### config.mk
export PLATFORM = sky130hd
export DESIGN_NAME = led_pattern_engine
export DESIGN_NICKNAME = d
export VERILOG_FILES = /design/src/rtl/led_pattern_engine.sv
export SDC_FILE = /design/constraint.sdc
export NUM_CORES = 1
export LEC_CHECK = 0
export ABC_AREA = 1
export BUFFER_PORTS_ARGS = -buffer_cell sky130_fd_sc_hd__buf_2
export CORE_MARGIN = 3
export CORE_UTILIZATION = 40
export DETAILED_ROUTE_END_ITERATION = 7
export GPL_TIMING_DRIVEN = 1
export SKIP_CTS_REPAIR_TIMING = 1
export SYNTH_ARGS = -nofsm -noshare
export SYNTH_HDL_FRONTEND = slang
export SYNTH_SLANG_ARGS = --single-unit
export TNS_END_PERCENT = 50
### constraint.sdc
create_clock -name CLK -period 2.39 [get_ports CLK]
set_input_delay 0.478 -clock CLK [delete_from_list [all_inputs] [get_ports CLK]]
set_output_delay 0.478 -clock CLK [all_outputs]
set_load 0.02 [all_outputs]
### src/rtl/led_pattern_engine.sv
// LED pattern engine: prescaled step tick driving blink, bounce, binary count
// and PWM breathe patterns, with synchronised mode/enable controls.
module led_pattern_engine #(
   parameter int CLK_HZ   = 100_000_000,
   parameter int TICK_HZ  = 2,
   parameter int N_LEDS   = 4,
   parameter int PWM_BITS = 8,
   parameter int TST_BIT  = 3
) (
   input  logic              CLK,
   input  logic              RST_N,
   input  logic [1:0]        MODE,
   input  logic              ENABLE,
   output logic [N_LEDS-1:0] LED,
   output logic              TICK,
   output logic              TSTA
);

   localparam int PERIOD = CLK_HZ / TICK_HZ;
   localparam int PS_W   = $clog2(PERIOD);
   localparam int POS_W  = $clog2(N_LEDS);

   localparam logic [PS_W-1:0]     PS_LAST  = PS_W'(PERIOD - 1);
   localparam logic [POS_W-1:0]    POS_LAST = POS_W'(N_LEDS - 1);
   localparam logic [PWM_BITS-1:0] DUTY_MAX = '1;

   typedef enum logic [1:0] {
      MODE_BLINK   = 2'b00,
      MODE_BOUNCE  = 2'b01,
      MODE_COUNT   = 2'b10,
      MODE_BREATHE = 2'b11
   } mode_e;

   function automatic logic [N_LEDS-1:0] blink_init();
      logic [N_LEDS-1:0] r;
      for (int i = 0; i < N_LEDS; i++) r[i] = (i % 2 == 0);
      return r;
   endfunction

   localparam logic [N_LEDS-1:0] BLINK_INIT = blink_init();

   logic [PS_W-1:0]     ps_q, ps_d;
   logic                tick_q, tick_d;
   mode_e               mode_s1_q, mode_s2_q;
   logic                en_s1_q, en_s2_q;
   mode_e               mode_q, mode_d;
   logic [N_LEDS-1:0]   led_q, led_d;
   logic [POS_W-1:0]    pos_q, pos_d;
   logic                dir_up_q, dir_up_d;
   logic [PWM_BITS-1:0] duty_q, duty_d;
   logic                duty_up_q, duty_up_d;
   logic [PWM_BITS-1:0] pwm_q, pwm_d;

   // NOTE: every variable gets a default at the top of the block so no path
   // through the case/if tree can leave it unassigned and infer a latch.
   always_comb begin
      ps_d      = (ps_q == PS_LAST) ? '0 : ps_q + PS_W'(1);
      tick_d    = (ps_q == PS_LAST);
      pwm_d     = pwm_q + PWM_BITS'(1);
      mode_d    = mode_q;
      led_d     = led_q;
      pos_d     = pos_q;
      dir_up_d  = dir_up_q;
      duty_d    = duty_q;
      duty_up_d = duty_up_q;

      // Breathe refreshes the LEDs every cycle from the PWM comparison.
      if (mode_q == MODE_BREATHE) led_d = {N_LEDS{pwm_q < duty_q}};

      if (tick_q) begin
         if (mode_s2_q != mode_q) begin
            mode_d    = mode_s2_q;
            pos_d     = '0;
            dir_up_d  = 1'b1;
            duty_d    = '0;
            duty_up_d = 1'b1;
            case (mode_s2_q)
               MODE_BLINK:  led_d = BLINK_INIT;
               MODE_BOUNCE: led_d = N_LEDS'(1);
               default:     led_d = '0;
            endcase
         end else if (en_s2_q) begin
            case (mode_q)
               MODE_BLINK: led_d = ~led_q;
               MODE_BOUNCE: begin
                  if (pos_q == (dir_up_q ? POS_LAST : '0)) dir_up_d = !dir_up_q;
                  pos_d = dir_up_d ? pos_q + POS_W'(1) : pos_q - POS_W'(1);
                  led_d = N_LEDS'(1) << pos_d;
               end
               MODE_COUNT: led_d = led_q + N_LEDS'(1);
               default: begin
                  if (duty_q == (duty_up_q ? DUTY_MAX : '0)) duty_up_d = !duty_up_q;
                  duty_d = duty_up_d ? duty_q + PWM_BITS'(1) : duty_q - PWM_BITS'(1);
               end
            endcase
         end
      end
   end

   // NOTE: state registers use non-blocking assignments so every flop samples
   // the pre-edge values regardless of statement order.
   always_ff @(posedge CLK or negedge RST_N) begin
      if (!RST_N) begin
         ps_q      <= '0;
         tick_q    <= 1'b0;
         mode_s1_q <= MODE_BLINK;
         mode_s2_q <= MODE_BLINK;
         en_s1_q   <= 1'b0;
         en_s2_q   <= 1'b0;
         mode_q    <= MODE_BLINK;
         led_q     <= BLINK_INIT;
         pos_q     <= '0;
         dir_up_q  <= 1'b1;
         duty_q    <= '0;
         duty_up_q <= 1'b1;
         pwm_q     <= '0;
      end else begin
         ps_q      <= ps_d;
         tick_q    <= tick_d;
         mode_s1_q <= mode_e'(MODE);
         mode_s2_q <= mode_s1_q;
         en_s1_q   <= ENABLE;
         en_s2_q   <= en_s1_q;
         mode_q    <= mode_d;
         led_q     <= led_d;
         pos_q     <= pos_d;
         dir_up_q  <= dir_up_d;
         duty_q    <= duty_d;
         duty_up_q <= duty_up_d;
         pwm_q     <= pwm_d;
      end
   end

   assign LED  = led_q;
   assign TICK = tick_q;
   assign TSTA = ps_q[TST_BIT];

endmodule

* Word level (Yosys, flattened, before mapping) *
Cells that the tools add are included.

word-level totals
  flip-flop bits (word level) = 59
  bits of input ports = 5
  output and inout port bits = 6
  word-level logic and storage cells = 75

operators by class
  add/subtract/negate cells = 7
  magnitude comparators = 1
  eq/ne operators = 9
  shift-type cells = 1
  mux-type cells = 33
  bitwise logic cells = 1
  reductions and logical operators = 10

operator list
  kind                                                 number
  two-way mux 8 bit                                    5
  adder 26 x 1 -> 26 bit, second input constant        1
  equality test 26 bit, second input constant          1
  two-way mux 26 bit                                   1
  adder 8 x 1 -> 8 bit, second input constant          2
  two-way mux 1 bit                                    16
  two-way mux 4 bit                                    4
  one-hot mux 4 bit (3 select lines)                   1
  two-way mux 2 bit                                    5
  equality test 8 bit                                  1
  < comparator 8 bit                                   1
  subtractor 8 x 1 -> 8 bit, second input constant     1
  one-hot mux 3 bit (2 select lines)                   1
  AND reduction 3 bit                                  2
  adder 4 x 1 -> 4 bit, second input constant          1
  equality test 2 x 1 -> 1 bit, second input constant  2
  equality test 2 bit, second input constant           2
  logical NOT 2 bit                                    2
  inverter 4 bit                                       1
  nonzero test 2 bit                                   2
  << shifter 1 x 2 -> 4 bit, first input constant      1
  OR reduction 3 bit                                   1
  adder 2 x 1 -> 2 bit, second input constant          1
  equality test 2 bit                                  1
  other kinds (5)                                      6

* Logic depth before layout (Yosys ltp) *
Gate-level depths: netlist (run 1).

  depth in word-level cells = 13
  depth in mapped cells = 18
  mapped depth without buffers = 18

* Worst setup path after synthesis (run 1) *
No wires, ideal clock.

  path type = register -> register
  from = register duty_q[2]
  to = register duty_q[6]
  setup time = 0.117 ns
  arrival time = 1.837 ns
  required time = 2.273 ns
  slack = 0.435 ns
  cell stages (with the launch flop) = 17
  buffers on the path = 0
  clock period less this slack = 1.955 ns
  cells stage by stage = dfrtp_1 -> inv_2 -> nand2_1 -> nor2_1 -> nand2_2 -> nand2_4 -> inv_1 -> ha_1 -> inv_1 -> o21ai_0 -> inv_1 -> nand2_1 -> nand2_1 -> nand2_1 -> nand2_1 -> nand3_1 -> nand2_1

on the way
  cells in the longest elaborated chain, start to end = 10
  elaborated cells between the ends (all ways) = 12
  those cells by class = add/sub (2); eq/ne (1); mux (9)

ends and longest elaborated chain
  element                 RTL line  source
  start, declared         50        logic [PWM_BITS-1:0] duty_q, duty_d;
  start signal, assigned  128       duty_q <= duty_d;
  equality test 8 bit     92        if (duty_q == (duty_up_q ? DUTY_MAX : '0)) duty_up_d = !duty_up_q;
  two-way mux 1 bit       92
  two-way mux 1 bit       83        case (mode_q)
  two-way mux 1 bit       82        end else if (en_s2_q) begin
  two-way mux 1 bit       71        if (mode_s2_q != mode_q) begin
  two-way mux 1 bit       70        if (tick_q) begin
  two-way mux 8 bit *     93        duty_d = duty_up_d ? duty_q + PWM_BITS'(1) : duty_q - PWM_BITS'(1);
  two-way mux 8 bit *     83
  two-way mux 8 bit *     82
  two-way mux 8 bit *     71

Every way passes the cells marked *; elsewhere a longest branch is shown, timed or not. The select of a mux whose other input is x is not followed.
A chain may end at the register's enable or synchronous reset.

* Worst setup path in the final report (run 1) *
  from = register duty_q[3]
  to = register duty_q[6]

Same word-level chain as after synthesis.

==> results of run 1 <==
==> cell usage after synthesis (2+ instances only) <==
cell and count:
nand4_1 7, o21ai_1 4, o211ai_1 3, xor2_1 17, dfstp_2 4, ha_1 18, nand2_2 8, nor2_1 36
inv_2 5, a21oi_1 25, nor3_1 9, o21ai_0 15, nor4_1 2, inv_1 53, nand3_1 37, dfrtp_1 55
nor2_2 3, nand2_1 82, o21a_1 2, o21bai_1 2, nor2_4 2, xnor2_1 7
==> layer usage <==
metal / track usage [%] / vias to the layer above / share of wire [%]
li1: - / 1422 / -
met1: 21.1 / 1254 / 48
met2: 24.1 / 49 / 48
met3: 3.86 / 7 / 3.5
met4: 5.15 / 0 / 0.90
met5: 0 / - / 0
==> cell families (layout without fill, tap and decap cells) <==
group / Yosys count / after routing / share of synthesized area [%]
AND/OR/NAND/NOR: 198 / 198 / 28.0
adder cells (fa/ha/maj): 18 / 18 / 6.49
AO/OA/AOI/OAI: 59 / 59 / 9.99
XOR/XNOR: 24 / 24 / 6.06
flip-flops: 59 / 59 / 42.7
buffers and inverters: 61 / 87 / 6.78
==> worst max path at each step <==
| stage | cells after the start | end | from | slack, ns |
|---|---|---|---|---|
| 6_report | 16 | duty_q[6] | duty_q[3] | 0.21 |
| 2_1_floorplan | 16 | duty_q[6] | duty_q[2] | 0.44 |
| 3_5_place_dp | 16 | duty_q[6] | duty_q[0] | 0.18 |
| 4_1_cts | 16 | duty_q[6] | duty_q[0] | 0.17 |
| 3_3_place_gp | 14 | duty_q[4] | duty_q[0] | 0.26 |
| 5_1_grt | 16 | duty_q[6] | duty_q[3] | 0.01 |
==> stage by stage <==
stage	power [uW]	instances
6_report	2070	550
5_1_grt	2150	550
4_1_cts	2100	550
3_5_place_dp	1060	534
3_3_place_gp	1060	534
2_1_floorplan	1030	419
==> power by group through the flow <==
stage	sequential [uW]	clock, uW	combinational (uW)
global placement	1030	0	35.6
CTS	1010	1060	36.1
detailed placement	1030	0	35.9
finish	1010	1030	33.4
floorplan	1030	0	7.04
global route	1010	1110	38.9
==> registers in the layout, indices dropped and copies added (netlist names), 2 cells and up <==
register,cells
LED,4
duty_q,8
mode_s1_q,2
ps_q,26
pwm_q,8
mode_s2_q,2
mode_q,2
pos_q,2
==> critical path, stage by stage, from the launching register on <==
cell and delay, ns:
dfrtp_1 0.43, inv_1 0.14, nand2_1 0.06, nor2_1 0.11, nand2_2 0.12, nand2_4 0.13, inv_1 0.12, ha_4 0.30
inv_1 0.06, o21ai_0 0.17, inv_1 0.07, nand2_1 0.08, nand2_1 0.07, nand2_1 0.06, nand2_1 0.04, nand3_1 0.06
nand2_1 0.05
==> cell type report <==
class,count,share of cell area (%)
clock inverter,7,2.60
inverter,60,5.90
timing repair buffer,11,1.80
sequential,59,38.0
multi-input combinational,299,45.2
tap,105,3.37
clock buffer,9,3.17
==> results_dict.tcl, run 1 <==
set metrics [dict create \
    synth_fp_nets 442 \
    outcome "completed" \
    cts_max_level 3 \
    io_buffers 10 \
    synth_top_area_share_pct 39.7 \
    cp.required_ns 2.63 \
    worst_pin_slew_ns 0.486 \
    cp-start-kind "flip-flop" \
    ys_dominant_reg_cell "dfrtp_1" \
    worst_setup_path_end_kind "flip-flop" \
    syn_area_sq_um 3470 \
    setup_viol 0 \
    cap_violations 0 \
    syn2layout_area_growth_pct 12.5 \
    power_frac_clock_pct 49.7 \
    multi_input_area_sq_um 1760 \
    antenna_found_initial 0 \
    start_util_pct 41.8 \
    utilization_pct 47.0 \
    cts.sinks 59 \
    synth_top_area_cell "dfrtp_1" \
    drc_errors 0 \
    maxSlewViolCount 0 \
    seq_power_share_pct 48.7 \
    seqCellArea_sq_um 1480 \
    power.density_nw_per_um2 530 \
    dieArea_sq_um 9820 \
    placed_cell_area_sq_um 3660 \
    arrival_ns 2.42 \
    ff2ff_path_depth 16 \
    setup-tns-final_ns 0 \
    clk_pin_slew_ns 0.08 \
    slew_headroom_pct 67.3 \
    num_antenna_cells 0 \
    seq_area_frac_synth_pct 42.7 \
    grt_max_degree 60 \
    overflow 0 \
    r2r_start "duty_q[3]" \
    grt_pass1_vias 2685 \
    holdWs_ns 0.125 \
    hold_path.class "input port to asynchronous set/reset pin" \
    ys_async_sr_fraction_pct 100 \
    synthTopCellsByArea "dfrtp_1 40%, nand2_1 8.9%, ha_1 6.5%" \
    final_layout_size_suffix_gt1_share_pct 14.8 \
    fmax_mhz 458 \
    ys.warnings.count 0 \
    ant_nets 0 \
    gp_congestion 0.874 \
    post-route-worst-setup-slack_ns 0.209 \
    rows 33 \
    r2r_end "duty_q[6]" \
    wl_per_cell_microns 12.5 \
    path_class "flip-flop to flip-flop" \
    viasPerCell 4.97 \
    root_buffer "clkbuf_8" \
    cts_tree "built" \
    r2r_slack_ns 0.21 \
    p_comb_share_pct 1.6 \
    coreArea_sq_um 8300 \
    grt.total_usage_pct 15.5 \
    fin_skew_ns 0.00891 \
    synth_cell_types 45 \
    p_int_uw 1610 \
    syn_inst 419 \
    final_common_cell "nand2_1" \
    dp_hpwl_mm 5.02 \
    p_sw_uw 464 \
    cts_buffers 9 \
    syn_area_per_cell_sq_um 8.28 \
    clock_latency_ns 0.34 \
    die_w_microns 99.1 \
    leakage_uw 0.00191 \
    drt_iter0_drc 109 \
    rsz0062_at_grt "false" \
    ios 11 \
    synth-edff-count 0 \
    grt_pass1_wl_mm 12.4 \
    power_switching_share_pct 22.4 \
    ir_worst_vdd_mv 0.314 \
    clockBufferDepth 2 \
    crit_fanout 6 \
    min_period_ns 2.18 \
    layout.nets 463 \
    n_fill_cell 804 \
    hold_viol_final 0 \
    route.vias.total 2732 \
    final_area_sq_um 3900 \
    fp.dieH_microns 99.1 \
    synth_seq_cells 59 \
    pre_cts_slack_ns 0.175 \
    layout_common_cells "82 x nand2_1, 55 x dfrtp_1, 51 x inv_1" \
    first_pass_iters 4 \
    wirelength_mm 6.86 \
    min_period_over_period_pct 91.3 \
]
Power figures use the tool's default switching activity.
==> run 2: changes to the inputs <==
Settings changed: RECOVER_POWER set to 50.
==> run 2 against run 1 <==
Net effect:
- non-clock buffer count did not move
- critical path depth did not move
- clock power barely moved
- cell count did not move
- global-route usage did not move
- first-iteration DRC count fell by 2.8%
- register-to-register slack barely moved
- clock skew did not move
- die area did not move
- critical path type unchanged
- critical endpoint unchanged
- highest routed layer unchanged
==> results_dict.tcl, run 2 (same netlist as run 1, synthesis figures left out) <==
set metrics [dict create \
    dp_hpwl_mm 5.02 \
    root_buffer "clkbuf_8" \
    num_antenna_cells 0 \
    power.density_nw_per_um2 531 \
    ios 11 \
    route.vias.total 2733 \
    p_comb_share_pct 1.5 \
    cp-start-kind "flip-flop" \
    syn2layout_area_growth_pct 12.1 \
    worst_setup_path_end_kind "flip-flop" \
    worstPathCellList "inv_1 -> nand2_1 -> nor2_1 -> nand2_2 -> nand2_4 -> inv_1 -> ha_4 -> inv_1 -> o21ai_0 -> inv_1 -> nand2_1 -> nand2_1 -> nand2_1 -> nand2_1 -> nand3_1 -> nand2_1" \
    fin_skew_ns 0.00891 \
    rsz0062_at_grt "false" \
    grt.total_usage_pct 15.5 \
    largest-register "ps_q" \
    ir_worst_vdd_mv 0.314 \
    slowest_delay_ns 0.43 \
    wl_per_cell_microns 12.5 \
    cts_buffers 9 \
    overflow 0 \
    grt_max_degree 60 \
    drt_iter0_drc 106 \
    fmax_mhz 458 \
    crit_fanout 6 \
    seq_power_share_pct 48.7 \
    p_int_uw 1600 \
    cts_tree "built" \
    wirelength_mm 6.87 \
    grt_pass1_wl_mm 12.4 \
    antenna_found_initial 0 \
    setup_viol 0 \
    r2r_start "duty_q[3]" \
    p_sw_uw 464 \
    setup-tns-final_ns 0 \
    crit_path_start "duty_q[3]" \
    worstSetupEndpoint "duty_q[6]" \
    drc_errors 0 \
    clockBufferDepth 2 \
    die_w_microns 99.1 \
    outcome "completed" \
    min_period_over_period_pct 91.3 \
    grt_pass1_vias 2685 \
    layout_common_cells "82 x nand2_1, 55 x dfrtp_1, 51 x inv_1" \
    total_power_uw 2070 \
    worst_pin_slew_ns 1.44 \
    ff2ff_path_depth 16 \
    arrival_ns 2.42 \
    dieArea_sq_um 9820 \
    ant_nets 0 \
    largest_reg_flops 26 \
    cts_max_level 3 \
    min_path_cells 1 \
    final_layout_size_suffix_gt1_share_pct 14.8 \
    cts.sinks 59 \
    viasPerCell 4.97 \
    rows 33 \
    leakage_uw 0.00191 \
    layout.nets 463 \
    critPathSlowestCell "dfrtp_1" \
    placed_cell_area_sq_um 3660 \
    start_util_pct 41.8 \
    hold_viol_final 0 \
    hold_path.class "input port to flip-flop" \
    min_period_ns 2.18 \
    path_class "flip-flop to flip-flop" \
    fp.dieH_microns 99.1 \
    n_fill_cell 805 \
    power_switching_share_pct 22.4 \
    final_area_sq_um 3890 \
    clk_pin_slew_ns 0.08 \
    holdWs_ns 0.237 \
    cp.required_ns 2.63 \
    cap_violations 0 \
    slew_headroom_pct 3.78 \
    final_common_cell "nand2_1" \
    power_frac_clock_pct 49.8 \
    io_buffers 10 \
    r2r_end "duty_q[6]" \
    maxSlewViolCount 0 \
    reg_top3 "ps_q x26, duty_q x8, pwm_q x8" \
    cpMostUsedCell "nand2_1" \
    r2r_slack_ns 0.21 \
    clock_latency_ns 0.34 \
    gp_congestion 0.874 \
    first_pass_iters 4 \
    coreArea_sq_um 8300 \
]
run 2: worst max-delay path, delay by kind of cell, from the launching register on:
kind	cells	cell delay [ns]
AO/OA/AOI/OAI	1	0.17
adder cells (fa/ha/maj)	1	0.30
buffers and inverters	4	0.39
flip-flops	1	0.43
AND/OR/NAND/NOR	10	0.78
run 2: power groups by stage:
stage	sequential, uW	clock (uW)	combinational (uW)
2_1_floorplan	1030	0	7.04
3_3_place_gp	1030	0	35.6
3_5_place_dp	1030	0	35.9
4_1_cts	1010	1060	36.1
5_1_grt	1010	1110	35.3
6_report	1010	1030	30.1
run 2: per-stage QoR:
stage          util (%)  setup slack (ns)  instances
2_1_floorplan         -             0.435        419
3_3_place_gp       44.2             0.260        534
3_5_place_dp       44.2             0.175        534
4_1_cts            46.9             0.170        550
5_1_grt            46.8            0.0122        550
6_report           46.8             0.209        550
run 2: per-layer routing:
layer	wire [microns]	vias to the layer above	GRT usage [%]	share of wire, %
met5	0	-	0	0
li1	-	1422	-	-
met3	237	7	3.86	3.4
met2	3260	49	24.1	47
met4	62	0	5.15	0.90
met1	3310	1255	21.1	48
run 2: area by class of cell:
type                            count  area, sq um  share of cell area, %
Sequential cell                    59         1480                   38.1
Tap cell                          105          131                   3.38
Timing Repair Buffer               11         55.1                   1.42
Inverter                           60          230                   5.92
Multi-Input combinational cell    299         1760                   45.4
Clock inverter                      7          101                   2.61
Clock buffer                        9          124                   3.19
run 2: worst min path at each step:
stage	start	end	slack, ns
after floorplan	RST_N	LED[1]	0.18
after global placement	mode_s1_q[0]	mode_s2_q[0]	0.33
after detailed placement	mode_s1_q[1]	mode_s2_q[1]	0.34
after CTS	RST_N	mode_q[1]	0.13
after global routing	MODE[0]	mode_s1_q[0]	0.21
final	MODE[0]	mode_s1_q[0]	0.24
==> run 3: changes to the inputs <==
Clock period 2.39 ns to 2.8 ns, I/O delays scaled along.
==> run 3 against run 2 <==
Net effect:
- worst setup slack better by 0.38 ns
- hold slack better by 0.11 ns
- largest cell class unchanged
- register-to-register slack improved by 0.38 ns
- clock skew grew 0.0055 ns
==> results_dict.tcl, run 3 (same netlist as run 1, synthesis figures left out) <==
set metrics [dict create \
    cts_max_level 3 \
    drt_iter0_drc 116 \
    drc_errors 0 \
    outcome "completed" \
    slowest_delay_ns 0.43 \
    layout_common_cells "82 x nand2_1, 55 x dfrtp_1, 53 x inv_1" \
    ant_nets 0 \
    ios 11 \
    route.vias.total 2737 \
    cap_violations 0 \
    slew_headroom_pct 23.3 \
    cp.required_ns 3.00 \
    cts_buffers 9 \
    antenna_found_initial 0 \
    wirelength_mm 6.82 \
    maxSlewViolCount 0 \
    coreArea_sq_um 8300 \
    grt_pass1_wl_mm 12.5 \
    largest-register "ps_q" \
    worst_pin_slew_ns 1.15 \
    dieArea_sq_um 9820 \
    root_buffer "clkbuf_8" \
    syn2layout_area_growth_pct 11.8 \
    setup_viol 0 \
    worst_setup_path_end_kind "flip-flop" \
    power.density_nw_per_um2 456 \
    largest_reg_flops 26 \
    rows 33 \
    wl_per_cell_microns 12.4 \
    ir_worst_vdd_mv 0.286 \
    dp_hpwl_mm 5.19 \
    min_period_over_period_pct 79.1 \
    critPathSlowestCell "dfrtp_1" \
    path_class "flip-flop to flip-flop" \
    cts.sinks 59 \
    fp.dieH_microns 99.1 \
    io_buffers 10 \
    grt_max_degree 23 \
    final_layout_size_suffix_gt1_share_pct 13.5 \
    final_common_cell "nand2_1" \
    setup-tns-final_ns 0 \
    clockBufferDepth 2 \
    arrival_ns 2.42 \
    gp_congestion 0.880 \
    fin_skew_ns 0.0144 \
    start_util_pct 41.8 \
    cts_tree "built" \
    grt.total_usage_pct 15.6 \
    layout.nets 464 \
    min_period_ns 2.21 \
    grt_pass1_vias 2706 \
    first_pass_iters 5 \
    die_w_microns 99.1 \
    viasPerCell 4.97 \
    crit_fanout 6 \
    clk_pin_slew_ns 0.07 \
    n_fill_cell 789 \
    clock_latency_ns 0.33 \
    hold_viol_final 0 \
    hold_path.class "input port to flip-flop" \
    worstPathCellList "inv_2 -> nand2_1 -> nor2_1 -> nand2_2 -> nand2_4 -> inv_1 -> ha_1 -> inv_1 -> o21ai_0 -> inv_1 -> nand2_1 -> nand3_1 -> nand3_1 -> o21ai_0" \
    cp-start-kind "flip-flop" \
    rsz0062_at_grt "false" \
    num_antenna_cells 0 \
    ff2ff_path_depth 14 \
    holdWs_ns 0.343 \
    fmax_mhz 452 \
    seqCellArea_sq_um 1480 \
    cpMostUsedCell "inv_1" \
    reg_top3 "ps_q x26, duty_q x8, pwm_q x8" \
    leakage_uw 0.00191 \
    min_path_cells 1 \
    multi_input_area_sq_um 1750 \
    overflow 0 \
]
## run 3: worst paths after layout
path / startpoint / to / slack [ns]
max: duty_q[2] / duty_q[4] / 0.59
min in group asynchronous: RST_N / mode_q[0] / 0.41
min: MODE[1] / mode_s1_q[1] / 0.34
min reg2reg: mode_s1_q[1] / mode_s2_q[1] / 0.35
max in group asynchronous: RST_N / pwm_q[7] / 0.78
max reg2reg: duty_q[2] / duty_q[4] / 0.59
## run 3: cell type report
type                            count  share of cell area, %
Clock buffer                       12                   4.00
Sequential cell                    59                   38.2
Multi-Input combinational cell    299                   45.2
Inverter                           60                   5.94
Clock inverter                      4                   1.87
Tap cell                          105                   3.39
Timing Repair Buffer               12                   1.45
## run 3: worst max-delay path: cells and delay by family, from the launching register on
family | cells | cell delay [ns]
AOI/OAI and AO/OA | 2 | 0.26
adders and majority gates | 1 | 0.35
buffers and inverters | 4 | 0.38
DFF | 1 | 0.43
and+or+nand+nor | 7 | 0.66
## run 3: routing by layer
metal / global-route usage, % / vias to the layer above / share of wire (%)
li1: - / 1417 / -
met1: 20.9 / 1284 / 49
met2: 25.3 / 34 / 48
met3: 4.21 / 2 / 2.9
met4: 3.89 / 0 / 0.42
met5: 0 / - / 0
## run 3: through the flow
step | util [%] | cell area, sq um | total power (uW) | cells | setup slack [ns]
floorplan | - | 3470 | 881 | 419 | 0.845
global route | 46.7 | 3880 | 1850 | 551 | 0.348
CTS | 46.8 | 3890 | 1800 | 551 | 0.587
finish | 46.7 | 3880 | 1770 | 551 | 0.586
global placement | 44.1 | 3660 | 904 | 535 | 0.669
detailed placement | 44.1 | 3660 | 906 | 535 | 0.598
## run 3: report_power, final
| group | internal (uW) | switching (uW) |
|---|---|---|
| Clock | 549 | 335 |
| Sequential | 857 | 3.25 |
| Combinational | 4.89 | 21.2 |
| Total | 1410 | 359 |
